File: src/rtl/vga_fb_arbiter_if.sv
// rtl/vga_fb_arbiter_if.sv - processor write port and framebuffer RAM port of the arbiter
interface vga_fb_arbiter_if #(
  parameter int ADDR_W = 19,
  parameter int DATA_W = 8
);
  // Processor write request path
  logic              wr_valid;
  logic              wr_ready;
  logic [ADDR_W-1:0] wr_addr;
  logic [DATA_W-1:0] wr_data;

  // Single-port framebuffer RAM; the address register lives in the arbiter
  logic [ADDR_W-1:0] mem_addr;
  logic              mem_we;
  logic [DATA_W-1:0] mem_wdata;
  logic [DATA_W-1:0] mem_rdata;

  // Environment side: processor plus RAM
  modport master (
    output wr_valid, wr_addr, wr_data, mem_rdata,
    input  wr_ready, mem_addr, mem_we, mem_wdata
  );

  // Arbiter side
  modport slave (
    input  wr_valid, wr_addr, wr_data, mem_rdata,
    output wr_ready, mem_addr, mem_we, mem_wdata
  );
endinterface

File: src/rtl/vga_fb_arbiter.sv
// rtl/vga_fb_arbiter.sv - framebuffer RAM arbiter: scanout reads first, queued processor writes fill the gaps

// Small synchronous FIFO holding {addr, data} write requests in arrival order.
module vga_fb_arbiter_fifo #(
  parameter int WIDTH = 27,
  parameter int DEPTH = 4
) (
  input  logic                     clk,
  input  logic                     rst,
  input  logic                     push,
  input  logic [WIDTH-1:0]         push_data,
  input  logic                     pop,
  output logic [WIDTH-1:0]         head_data,
  output logic                     full,
  output logic                     empty,
  output logic [$clog2(DEPTH):0]   level
);
  localparam int PW = $clog2(DEPTH);

  logic [WIDTH-1:0] store [DEPTH];
  logic [PW:0]      wr_ptr;
  logic [PW:0]      rd_ptr;

  // Pointers carry one extra wrap bit so full and empty are distinguishable
  always_ff @(posedge clk) begin
    if (rst) begin
      wr_ptr <= '0;
      rd_ptr <= '0;
    end else begin
      if (push) wr_ptr <= wr_ptr + (PW+1)'(1);
      if (pop)  rd_ptr <= rd_ptr + (PW+1)'(1);
    end
  end

  // Storage has no reset so it can map onto distributed RAM
  always_ff @(posedge clk) begin
    if (push) store[wr_ptr[PW-1:0]] <= push_data;
  end

  assign head_data = store[rd_ptr[PW-1:0]];
  assign level     = wr_ptr - rd_ptr;
  assign full      = (level == (PW+1)'(DEPTH));
  assign empty     = (wr_ptr == rd_ptr);
endmodule

module vga_fb_arbiter #(
  parameter int H_VISIBLE  = 640,
  parameter int H_TOTAL    = 800,
  parameter int V_VISIBLE  = 480,
  parameter int V_TOTAL    = 525,
  parameter int ADDR_W     = 19,
  parameter int DATA_W     = 8,
  parameter int FIFO_DEPTH = 4
) (
  input  logic                          clk,
  input  logic                          rst,
  input  logic [9:0]                    h_count,
  input  logic [9:0]                    v_count,
  vga_fb_arbiter_if.slave               bus,
  output logic [DATA_W-1:0]             pix_data,
  output logic                          pix_valid,
  output logic [$clog2(FIFO_DEPTH):0]   fifo_level,
  output logic                          err_oob
);
  localparam int FB_SIZE = H_VISIBLE * V_VISIBLE;
  localparam int ENTRY_W = ADDR_W + DATA_W;

  logic [9:0]         hn;
  logic [9:0]         vn;
  logic               fetch;
  logic [ADDR_W-1:0]  fetch_addr;

  logic               fifo_push;
  logic               fifo_pop;
  logic               fifo_full;
  logic               fifo_empty;
  logic [ENTRY_W-1:0] head_entry;
  logic [ADDR_W-1:0]  head_addr;
  logic [DATA_W-1:0]  head_data;
  logic               head_in_range;

  // Coordinates of the pixel that will be on screen next cycle
  always_comb begin
    hn = h_count + 10'd1;
    vn = v_count;
    if (h_count == 10'(H_TOTAL - 1)) begin
      hn = '0;
      vn = (v_count == 10'(V_TOTAL - 1)) ? '0 : v_count + 10'd1;
    end
  end

  // A read is needed whenever the upcoming pixel is visible; it owns the RAM that cycle
  assign fetch      = (hn < 10'(H_VISIBLE)) && (vn < 10'(V_VISIBLE));
  assign fetch_addr = ADDR_W'(vn) * ADDR_W'(H_VISIBLE) + ADDR_W'(hn);

  // Writes queue up and only drain on cycles the scanout leaves free
  assign bus.wr_ready = !fifo_full && !rst;
  assign fifo_push    = bus.wr_valid && bus.wr_ready;
  assign fifo_pop     = !fetch && !fifo_empty;

  vga_fb_arbiter_fifo #(
    .WIDTH (ENTRY_W),
    .DEPTH (FIFO_DEPTH)
  ) u_fifo (
    .clk       (clk),
    .rst       (rst),
    .push      (fifo_push),
    .push_data ({bus.wr_addr, bus.wr_data}),
    .pop       (fifo_pop),
    .head_data (head_entry),
    .full      (fifo_full),
    .empty     (fifo_empty),
    .level     (fifo_level)
  );

  assign head_addr     = head_entry[ENTRY_W-1:DATA_W];
  assign head_data     = head_entry[DATA_W-1:0];
  assign head_in_range = (head_addr < ADDR_W'(FB_SIZE));

  // RAM port register: scanout read, queued write, or hold the last address
  always_ff @(posedge clk) begin
    if (rst) begin
      bus.mem_addr  <= '0;
      bus.mem_we    <= 1'b0;
      bus.mem_wdata <= '0;
      pix_valid     <= 1'b0;
      err_oob       <= 1'b0;
    end else begin
      pix_valid  <= fetch;
      bus.mem_we <= 1'b0;
      if (fetch) begin
        bus.mem_addr <= fetch_addr;
      end else if (fifo_pop) begin
        if (head_in_range) begin
          bus.mem_addr  <= head_addr;
          bus.mem_wdata <= head_data;
          bus.mem_we    <= 1'b1;
        end else begin
          // Off-screen write is dropped but remembered until reset
          err_oob <= 1'b1;
        end
      end
    end
  end

  // The RAM returns data for the registered address within the following cycle
  assign pix_data = pix_valid ? bus.mem_rdata : '0;
endmodule

File: src/flat_wrapper.sv
// flat-port wrapper written by rule: the top's interface ports become plain ports
module vga_fb_arbiter_flat 
#(
  parameter int H_VISIBLE  = 640,
  parameter int H_TOTAL    = 800,
  parameter int V_VISIBLE  = 480,
  parameter int V_TOTAL    = 525,
  parameter int ADDR_W     = 19,
  parameter int DATA_W     = 8,
  parameter int FIFO_DEPTH = 4
)
  (clk, rst, h_count, v_count, pix_data, pix_valid, fifo_level, err_oob, bus_wr_valid, bus_wr_addr, bus_wr_data, bus_mem_rdata, bus_wr_ready, bus_mem_addr, bus_mem_we, bus_mem_wdata);
  vga_fb_arbiter_if #(.ADDR_W(ADDR_W), .DATA_W(DATA_W)) bus_i ();
  input  logic clk;
  input  logic rst;
  input  logic [9:0] h_count;
  input  logic [9:0] v_count;
  output logic [DATA_W-1:0] pix_data;
  output logic pix_valid;
  output logic [$clog2(FIFO_DEPTH):0] fifo_level;
  output logic err_oob;
  input wire logic [$bits(bus_i.wr_valid)-1:0] bus_wr_valid;
  input wire logic [$bits(bus_i.wr_addr)-1:0] bus_wr_addr;
  input wire logic [$bits(bus_i.wr_data)-1:0] bus_wr_data;
  input wire logic [$bits(bus_i.mem_rdata)-1:0] bus_mem_rdata;
  output wire logic [$bits(bus_i.wr_ready)-1:0] bus_wr_ready;
  output wire logic [$bits(bus_i.mem_addr)-1:0] bus_mem_addr;
  output wire logic [$bits(bus_i.mem_we)-1:0] bus_mem_we;
  output wire logic [$bits(bus_i.mem_wdata)-1:0] bus_mem_wdata;
  assign bus_i.wr_valid = bus_wr_valid;
  assign bus_i.wr_addr = bus_wr_addr;
  assign bus_i.wr_data = bus_wr_data;
  assign bus_i.mem_rdata = bus_mem_rdata;
  assign bus_wr_ready = bus_i.wr_ready;
  assign bus_mem_addr = bus_i.mem_addr;
  assign bus_mem_we = bus_i.mem_we;
  assign bus_mem_wdata = bus_i.mem_wdata;
  vga_fb_arbiter #(.H_VISIBLE(H_VISIBLE), .H_TOTAL(H_TOTAL), .V_VISIBLE(V_VISIBLE), .V_TOTAL(V_TOTAL), .ADDR_W(ADDR_W), .DATA_W(DATA_W), .FIFO_DEPTH(FIFO_DEPTH)) u_core (.clk(clk), .rst(rst), .h_count(h_count), .v_count(v_count), .bus(bus_i), .pix_data(pix_data), .pix_valid(pix_valid), .fifo_level(fifo_level), .err_oob(err_oob));
endmodule
File: config.mk
export PLATFORM = sky130hd
export DESIGN_NAME = vga_fb_arbiter_flat
export DESIGN_NICKNAME = d
export VERILOG_FILES = /design/src/rtl/vga_fb_arbiter_if.sv /design/src/rtl/vga_fb_arbiter.sv /design/src/flat_wrapper.sv
export SDC_FILE = /design/constraint.sdc
export NUM_CORES = 1
export LEC_CHECK = 0
export BUFFER_PORTS_ARGS = -buffer_cell sky130_fd_sc_hd__buf_2
export CAP_MARGIN = 20
export CORE_AREA = 2 2 114 116
export CTS_CLUSTER_SIZE = 25
export DETAILED_ROUTE_END_ITERATION = 10
export DIE_AREA = 0 0 116 118
export PLACE_DENSITY_LB_ADDON = 0.08
export SYNTH_ARGS = -nofsm -noshare
export SYNTH_HDL_FRONTEND = slang
export SYNTH_SLANG_ARGS = --single-unit
File: constraint.sdc
create_clock -name clk -period 4.2 [get_ports clk]
set_input_delay 0.21 -clock clk [delete_from_list [all_inputs] [get_ports clk]]
set_output_delay 0.21 -clock clk [all_outputs]
set_load 0.05 [all_outputs]
# == Word level (Yosys, flattened, before mapping) ==
# Memories as Yosys holds them, arrays and structs flattened. A register that Yosys moved wholly into a read port is not among the register bits.
# Index checks and enable logic that the tools add are counted.
# op_classes
addsub,6
multipliers,1
order_cmp,3
eq_ne,4
muxes,12
bitwise,3
reduce_logical,14
# op_table
operator,n
$mux W19,3
$mux W10,3
$add A10 B1 Y10 const B,2
$eq A10 B10 Y1 const B,2
$add A19 B10 Y19,1
$lt A19 B19 Y1 const B,1
$mul A10 B3 Y12 const B,1
$lt A10 B10 Y1 const B,1
$lt A10 B9 Y1 const B,1
$mux W8,1
$add A3 B1 Y3 const B,2
$reduce_and A3 Y1,2
$logic_and A1 B1 Y1,4
$logic_not A1 Y1,4
$mux W2,2
$reduce_bool A2 Y1,2
$eq A3 B3 Y1,1
$eq A3 B3 Y1 const B,1
$mux W1,3
$not A1 Y1,3
$reduce_or A3 Y1,1
$sub A3 B3 Y3,1
$reduce_and A2 Y1,1
# totals
reg_bits,36
ramBits,108
n_memories,1
# memory_table
memory,depth,word_bits,read_ports,rd_ports_with_merged_regs,wr,line_no,text
u_core.u_fifo.store,4,27,1,1,1,vga_fb_arbiter.sv:20,logic [WIDTH-1:0] store [DEPTH];

# == Longest topological paths before layout ==
# Gate-level depths: netlist (run 1).
# depth
word_depth,9
depth_mapped,19
ltp_nobuf,19

# == Modules after synthesis ==
# Synthesis (run 1) repeated with hierarchy kept, for this count alone.
# unflattened
hier_cells,527
hier_area_um2,7236.9
# by_module_without_submodules
mod,n_inst,cells_per_inst,area_each_um2
vga_fb_arbiter_fifo,1,188,4410.5
vga_fb_arbiter,1,339,2826.5

# == Worst setup path after synthesis (run 1) ==
# Ideal clock, no wire load.
# synth_path
kind,register to register
from,register u_core.u_fifo.wr_ptr[0]
to,"memory u_core.u_fifo.store[3][0], enable pin"
arrival_ns,3.408
required_ns,3.812
setup_slack_ns,0.404
path_stages_with_launch,7
path_cell_list,dfxtp_1 inv_1 ha_1 fa_1 xnor2_1 a31oi_1 and3_1
# synth_via
elab_chain_cells,7
# synth_lines
item,line_no,text
"start, declared",vga_fb_arbiter.sv:21,logic [PW:0] wr_ptr;
"start signal, assigned",vga_fb_arbiter.sv:30,if (push) wr_ptr <= wr_ptr + (PW+1)'(1);
$sub A3 B3 Y3,vga_fb_arbiter.sv:41,assign level = wr_ptr - rd_ptr;
via fifo_level[2],flat_wrapper.sv:20,output logic [$clog2(FIFO_DEPTH):0] fifo_level;
$eq A3 B3 Y1,vga_fb_arbiter.sv:42,assign full = (level == (PW+1)'(DEPTH));
$logic_not A1 Y1,vga_fb_arbiter.sv:97,assign bus.wr_ready = !fifo_full && !rst;
$logic_and A1 B1 Y1,vga_fb_arbiter.sv:97,
via bus_wr_ready,flat_wrapper.sv:26,output wire logic [$bits(bus_i.wr_ready)-1:0] bus_wr_ready;
$logic_and A1 B1 Y1,vga_fb_arbiter.sv:98,assign fifo_push = bus.wr_valid && bus.wr_ready;
$mux W1,vga_fb_arbiter.sv:37,if (push) store[wr_ptr[PW-1:0]] <= push_data;
$mux W1 (implied by the code),vga_fb_arbiter.sv:37,
"end, declared",vga_fb_arbiter.sv:20,
# The timed path passes the listed nets, and every way through them passes these cells.

# == Worst setup path after layout (run 1) ==
# layout_path
from,input v_count[1]
to,register u_core.bus.mem_addr[18]
# layout_via
elab_chain_cells,9
# layout_lines
item,line_no,text
"start, declared",flat_wrapper.sv:17,input logic [9:0] v_count;
$add A10 B1 Y10 or $eq A10 B10 Y1 (tied branches),vga_fb_arbiter.sv:88,vn = (v_count == 10'(V_TOTAL - 1)) ? '0 : v_count + 10'd1;
$mux W10,vga_fb_arbiter.sv:88,
$mux W10 *,vga_fb_arbiter.sv:86,if (h_count == 10'(H_TOTAL - 1)) begin
branches (longest 6 deep; another with $add A19 B10 Y19),--,
"end signal, assigned",vga_fb_arbiter.sv:132,bus.mem_addr <= fetch_addr;
"end signal, assigned",vga_fb_arbiter.sv:135,bus.mem_addr <= head_addr;
"end, declared",vga_fb_arbiter_if.sv:27,"output wr_ready, mem_addr, mem_we, mem_wdata"
# Every way passes the cells marked *.
# A chain may end at the register's enable or synchronous reset.

==> metrics, run 1 <==
ys flop type edfxtp_1; via count 4514; Clock transition at path regs 0.06 ns; Worst Tran Pin Value 0.857 ns; chip height 118 um; sequential share of the synthesized area 56.6%; top cell type's share of synthesized area 45.9%; Final TNS setup 0 ns; startpoint types input pin; RSZ-0062 raised after global routing false; PostCTS Resize Cnt 0; Lkg Pwr 3.24 nW; worst hold slack 0.0167 ns; Port-buffer cells 99; CP startpoint v_count[1]; Clk pwr share 29.7%; drt initial violations 286; routed vias/inst 5.57; status finished clean; top-count cell post-synth edfxtp_1; H-Tree Depth 4; sequential cell area 4010 um^2; Crit Path Max Fanout 4; Post-Syn Instances 517; Final period util 85.1%; Sw Pwr 1.69 mW; synth warn 0; Root Driver clkbuf_16; layout cells sized above 1 30.2%; Core Rows 41; Flop pwr share 37.6%; core area 12400 um^2; Core Util, Final 67.3%; drt pass-1 iters 5; Syn-to-layout area delta 18.3%; IO Pins 100; vias in the first global route 4435; final hold violation count 0; CP endpoint u_core.bus.mem_addr[18]; CTS tree yes; TritonCTS buffer count 17; combinational power share 32.7%; syn avg cell area 13.7 um^2; Fill cells 922; Post-synth EDFFs 108; # diodes 0; crit end category flop; Max Clock Skew 0.0107 ns; first-pass GRT wire length 22400 um; Critical Path RT 4.49 ns; fin nets 716; final instance area 8360 um^2; die outline width 116 um; initial antenna violation count 0; Final Max Tran Viols 0; Pint 3.23 mW; Sw Share 34.4%; final setup vio count 0; area leader, netlist edfxtp_1; min-delay src bus_wr_data[1]; asr flop ratio synth 0%; min cycle time layout 3.57 ns; crit path DAT 3.87 ns; Hold Crit Class input pin to flop; Post-DP HPWL 9510 um; Max Cap Violations 0; clk_lat worst skew 0.41 ns; worst-case clock buffer depth 2; worst reg-to-reg path cell count 8; largest net degree at the start of global routing 49; post-synthesis net count 607; #FFs+latches synth 146; GP Congestion 0.831; unique cell type count in the Yosys netlist 62; Post-synth top cells edfxtp_1 (108), dfxtp_1 (38), nand2_1 (33); reg2reg setup slack 1.22 ns; maximum clock frequency 0.280 GHz; initial core utilization 56.9%; synthesized area 7070 um^2; type of the worst setup path input pin to flop; aggregate routed wire length 14000 um; Power per Cell Area 589 nW/um^2; worst vdd ir 0.000328 V; DRC viols 0; drt wl/cell 17.3 um; GRT Util Overall 21.5%; final global-route overflow total 0; FF-to-FF End u_core.bus.mem_addr[5]; Max-slew headroom 42.9%; clk sinks 146; Placed Area 7740 um^2; multi-input logic area 2890 um^2; Antenna Nets Post-Route 0; total power 4.92 mW; ranking of synthesized cells by area edfxtp_1 (46%), dfxtp_1 (11%), mux4_2 (8.3%); DIE AREA 13700 um^2
==> worst min-delay path by stage <==
stage	to	cells past startpoint
floorplan	u_core.u_fifo.store[0][0]	0
global placement	u_core.u_fifo.store[1][0]	1
detailed placement	u_core.u_fifo.store[1][16]	1
CTS	u_core.u_fifo.store[0][22]	1
global route	u_core.u_fifo.store[2][10]	1
finish	u_core.u_fifo.store[1][1]	1
==> power by group through the flow <==
stage	Clock, mW	Combinational [mW]	Sequential [mW]
after floorplan	0	1.03	2.07
after global placement	0	1.58	1.88
after detailed placement	0	1.61	1.88
after CTS	1.48	1.62	1.86
after global routing	1.54	1.74	1.88
final	1.46	1.61	1.85
==> routing by layer <==
layer | vias up | part of all wire (%) | global-route usage (%)
li1 | 2180 | - | -
met1 | 2225 | 45 | 29.1
met2 | 103 | 50 | 34.8
met3 | 6 | 4.4 | 5.25
met4 | 0 | 0.67 | 6.03
met5 | - | 0 | 0
==> registers in the layout, indices dropped and copies added (netlist names), named ones only <==
signal / cells
u_core.u_fifo.rd_ptr: 3
u_core.bus.mem_we: 1
u_core.u_fifo.store: 108
u_core.bus.mem_addr: 19
u_core.u_fifo.wr_ptr: 3
u_core.pix_valid: 1
u_core.err_oob: 1
u_core.bus.mem_wdata: 8
==> stage by stage <==
step	setup WS, ns	cells
after global placement	0.343	776
final	0.626	811
after detailed placement	0.222	776
after CTS	0.651	810
after global routing	0.367	811
after floorplan	0.404	517
==> repair_timing <==
action | 4_1_cts | 5_1_grt
hold buffers | 2 | 1
hold endpoints to repair | 8 | 1
setup buffers | 0 | 0
==> logic make-up after synthesis <==
logic type,Yosys count,share of synthesized area [%]
and+or+nand+nor,150,12.5
DFF,146,56.6
AOI/OAI and AO/OA,71,6.96
muxes,47,11.4
buffers and inverters,39,2.60
xor gates and xnor gates,32,3.96
adders and majority gates,32,5.98
==> cells in the final DEF, fill, tap and decap left out, types with 3 or more instances in the layout <==
master and n:
edfxtp_1 108, buf_2 99, dfxtp_1 37, nand2_1 33, nor2_1 30, ha_1 29, mux4_2 26, xnor2_1 21
o21ai_0 19, inv_1 17, clkbuf_16 17, a211oi_1 15, mux2i_1 13, a21oi_1 13, and2_1 11, nand3_1 11
xor2_1 11, nor2b_1 10, buf_4 10, mux2_2 8, or4b_1 8, nand2b_1 7, nor3_1 7, clkinvlp_4 7
nand4_1 5, and3_1 4, o31ai_1 4, o21a_1 3, a31oi_1 3, a21o_1 3, fa_1 3, dlygate4sd3_1 3
==> cell type report <==
type,instances,share of cell area (%)
clock buffers,17,5.09
clock inverters,15,1.92
inverters,17,0.763
multi-input cells,332,34.6
flip-flops and latches,146,47.9
well taps,172,2.57
repair buffers,112,7.18
==> critical path, cell delays in order <==
cell and delay (ns):
buf_2 0.11, inv_1 0.07, ha_1 0.15, nor4bb_1 0.30
nand4_1 0.26, and2_1 0.24, nand2_1 0.05, o21ai_0 0.16
ha_1 0.34, ha_1 0.16, inv_1 0.05, fa_1 0.39
nand2b_1 0.18, a21oi_1 0.17, xor2_1 0.28, and4b_1 0.26
nand3_1 0.10, xnor2_1 0.14, a22o_1 0.22
Note: power is estimated with default switching activity, not from simulation.
==> inputs of run 2 (changes only) <==
--- a/config.mk
+++ b/config.mk
@@ -7,11 +7,12 @@
 export LEC_CHECK = 0
 export BUFFER_PORTS_ARGS = -buffer_cell sky130_fd_sc_hd__buf_2
 export CAP_MARGIN = 20
-export CORE_AREA = 2 2 114 116
+export CORE_AREA = 5 5 118 120
 export CTS_CLUSTER_SIZE = 25
 export DETAILED_ROUTE_END_ITERATION = 10
-export DIE_AREA = 0 0 116 118
-export PLACE_DENSITY_LB_ADDON = 0.08
+export DIE_AREA = 0 0 123 125
+export PLACE_DENSITY = 0.79
 export SYNTH_ARGS = -nofsm -noshare
 export SYNTH_HDL_FRONTEND = slang
+export SYNTH_HIERARCHICAL = 1
 export SYNTH_SLANG_ARGS = --single-unit
==> run 2 against run 1 <==
Effect of this change: sequential share of layout area down 0.47 points; utilization down 1.8 points; clock power down 5%; register-to-register slack about the same; clock skew down 0.0026 ns; synthesized area up 2.4%; routed wire length up 12%; die area up 12%; maximum frequency down 3.4%; critical path type unchanged; critical endpoint is now u_core/bus.mem_addr[18].
==> metrics, run 2 <==
min cycle time layout 3.70 ns (+0.126 ns); worst vdd ir 0.000428 V (+31%); status finished clean; Placed Area 7880 um^2 (+1.8%); total power 4.71 mW (-4.2%); Clk pwr share 29.2% (-0.5 points); synthesized area 7240 um^2 (+2.4%); first-pass GRT wire length 25200 um (+12%); sequential share of the synthesized area 55.3% (-1.3 points); Max-slew headroom 43.0% (+0.065 points); area leader, netlist edfxtp_1; Lkg Pwr 3.22 nW (-0.46%); DR WL met2 8420 um (+20%); syn avg cell area 13.7 um^2 (+0.43%); Post-Layout Cell Count 821 (+1.2%); die outline width 123 um (+6.0%); via count 4740 (+5.0%); IO Pins 100 (unchanged); asr flop ratio synth 0% (unchanged); GP Congestion 0.824 (-0.83%); Clock transition at path regs 0.06 ns (about the same); CTS tree yes; wl on met1 6330 um (+0.30%); startpoint types input pin; Port-buffer cells 99 (unchanged); commonest non-fill, non-tap cell in the layout edfxtp_1; clk sinks 146 (unchanged); pre-CTS WS 0.0704 ns (-0.151 ns); Root Driver clkbuf_16; TritonCTS buffer count 17 (unchanged); fin nets 722 (+0.84%); Final Max Tran Viols 0 (unchanged); DR WL met3 776 um (+26%); initial antenna violation count 1 (+1); worst-case clock buffer depth 2 (unchanged); Post-DP HPWL 10900 um (+15%); post-synthesis net count 617 (+1.6%); core area 12900 um^2 (+3.7%); Post-synth top cells edfxtp_1 (108), dfxtp_1 (38), nand2_1 (36); final global-route overflow total 0 (unchanged); worst reg-to-reg path cell count 9 (+1); Post-synth EDFFs 108 (unchanged); Antenna Nets Post-Route 0 (unchanged); drt wl/cell 19.2 um (+11%); Pint 3.13 mW (-3.1%); Hold Crit Class input pin to flop; Core Rows 42 (+2.4%); Flop pwr share 38.5% (+0.9 points); drt initial violations 334 (+17%); Power per Cell Area 558 nW/um^2 (-5.1%); synth warn 6 (+6); Max Cap Violations 0 (unchanged); drt pass-1 iters 5 (unchanged); clk_lat worst skew 0.41 ns (about the same); Max Clock Skew 0.00813 ns (-0.00261 ns); final setup margin 0.500 ns (-0.126 ns); Crit Path Max Fanout 7 (+3); combinational power share 32.3% (-0.4 points); GRT Util Overall 21.2% (-0.34 points); crit path DAT 3.97 ns (+0.10 ns); # diodes 0 (unchanged); DRC viols 0 (unchanged); Worst Tran Pin Value 0.855 ns (-0.00192 ns); final hold violation count 0 (unchanged); routed vias/inst 5.77 (+3.7%); most frequent cells in the layout edfxtp_1 (108), buf_2 (99), dfxtp_1 (37); vias in the first global route 4875 (+9.9%); unique cell type count in the Yosys netlist 68 (+9.7%); Critical Path RT 4.47 ns (-0.02 ns); final setup vio count 0 (unchanged); maximum clock frequency 0.270 GHz (-3.4%); layout cells sized above 1 28.4% (-1.8 points); top-count cell post-synth edfxtp_1; DIE AREA 15400 um^2 (+12%); #FFs+latches synth 146 (unchanged); Syn-to-layout area delta 16.7%; Final period util 88.1% (+3.0 points); aggregate routed wire length 15700 um (+12%); Final TNS setup 0 ns (unchanged); final instance area 8440 um^2 (+0.99%); uppermost layer routed met5; hold path depth 1 (unchanged); chip height 125 um (+5.9%); largest net degree at the start of global routing 33 (-33%); crit end category flop; Sw Share 33.6% (-0.79 points); number of flip-flops in the largest register 108 (unchanged); top cell type's share of synthesized area 44.8% (-1.1 points); Sw Pwr 1.58 mW (-6.4%); RSZ-0062 raised after global routing false; H-Tree Depth 4 (unchanged); PostCTS Resize Cnt 0 (unchanged); ys flop type edfxtp_1; Post-Syn Instances 527 (+1.9%); ranking of synthesized cells by area edfxtp_1 (45%), dfxtp_1 (11%), mux4_2 (6.2%); initial core utilization 56.2% (-0.73 points); type of the worst setup path input pin to flop; dpl cells 788 (+1.5%)
## run 2: cell types whose count changed after synthesis, sizes merged, moves of 4 or more
cell,delta
mux2i,+18
a211oi,-8
nor2,-8
or4b,-8
mux2,-7
a21oi,-5
buf,+5
inv,+5
nor2b,-5
and2,+4
nand2,+4
o211a,+4
o41ai,+4
## run 2: critical path, cell delays in order
cell and delay [ns]:
buf_2 0.11, ha_1 0.22, and4_1 0.37, nand3_1 0.28
nor2_1 0.17, nand2_1 0.06, o21ai_0 0.17, ha_1 0.32
ha_1 0.21, inv_1 0.07, fa_1 0.46, nor4b_1 0.48
and2_1 0.21, nand4_1 0.15, nor3b_1 0.26, xnor2_1 0.15
o31ai_1 0.08
## run 2: stage by stage
stage | util [%] | hold WS (ns)
4_1_cts | 65.6 | 0.00242
2_1_floorplan | - | 0.279
6_report | 65.6 | 0.0161
3_3_place_gp | 61.2 | 0.419
5_1_grt | 65.6 | 0.00428
3_5_place_dp | 61.2 | 0.427
## run 2: what timing repair did
| item | 4_1_cts | 5_1_grt |
|---|---|---|
| endpoints found under the hold margin | 2 | 0 |
| buffers inserted | 0 | 0 |
| setup endpoints to repair | 0 | 0 |
| hold buffers | 1 | 0 |
## run 2: power groups by stage
stage / Sequential, mW / Clock (mW) / Combinational (mW)
floorplan: 2.01 / 0 / 1.02
detailed placement: 1.84 / 0 / 1.51
CTS: 1.82 / 1.40 / 1.52
finish: 1.81 / 1.38 / 1.52
global placement: 1.83 / 0 / 1.47
global route: 1.83 / 1.47 / 1.63
## run 2: path summary, 6_finish.rpt
check	start	endpoint	slack [ns]
setup / recovery	h_count[0]	u_core/bus.mem_addr[18]	0.50
hold / removal	bus_wr_data[0]	u_core/u_fifo/store[1][0]	0.02
setup reg to reg	flop	u_core/bus.mem_addr[1]	1.21
hold reg to reg	u_core/bus.mem_wdata[5]	u_core/bus.mem_wdata[5]	0.46
## run 2: area by class of cell
cell class	instances	area (um^2)
tap	176	220
sequential	146	4010
clock buffer	23	468
clock inverter	9	82.6
multi-input combinational	334	3000
fill	910	4430
inverter	22	82.6
timing repair buffer	111	588
## run 2: logic make-up after synthesis
family | count (synthesis) | synth area share (%)
AO/OA/AOI/OAI | 73 | 8.02
XOR/XNOR | 28 | 3.39
adder cells (fa/ha/maj) | 32 | 5.84
buffers and inverters | 47 | 3.32
flip-flops | 146 | 55.3
multiplexers | 59 | 13.3
AND/OR/NAND/NOR | 142 | 10.8
## run 2: routing by layer
| metal | vias to the layer above | GRT usage [%] |
|---|---|---|
| li1 | 2221 | - |
| met1 | 2367 | 25.8 |
| met2 | 130 | 37.8 |
| met3 | 20 | 4.88 |
| met4 | 2 | 5.34 |
| met5 | - | 0 |
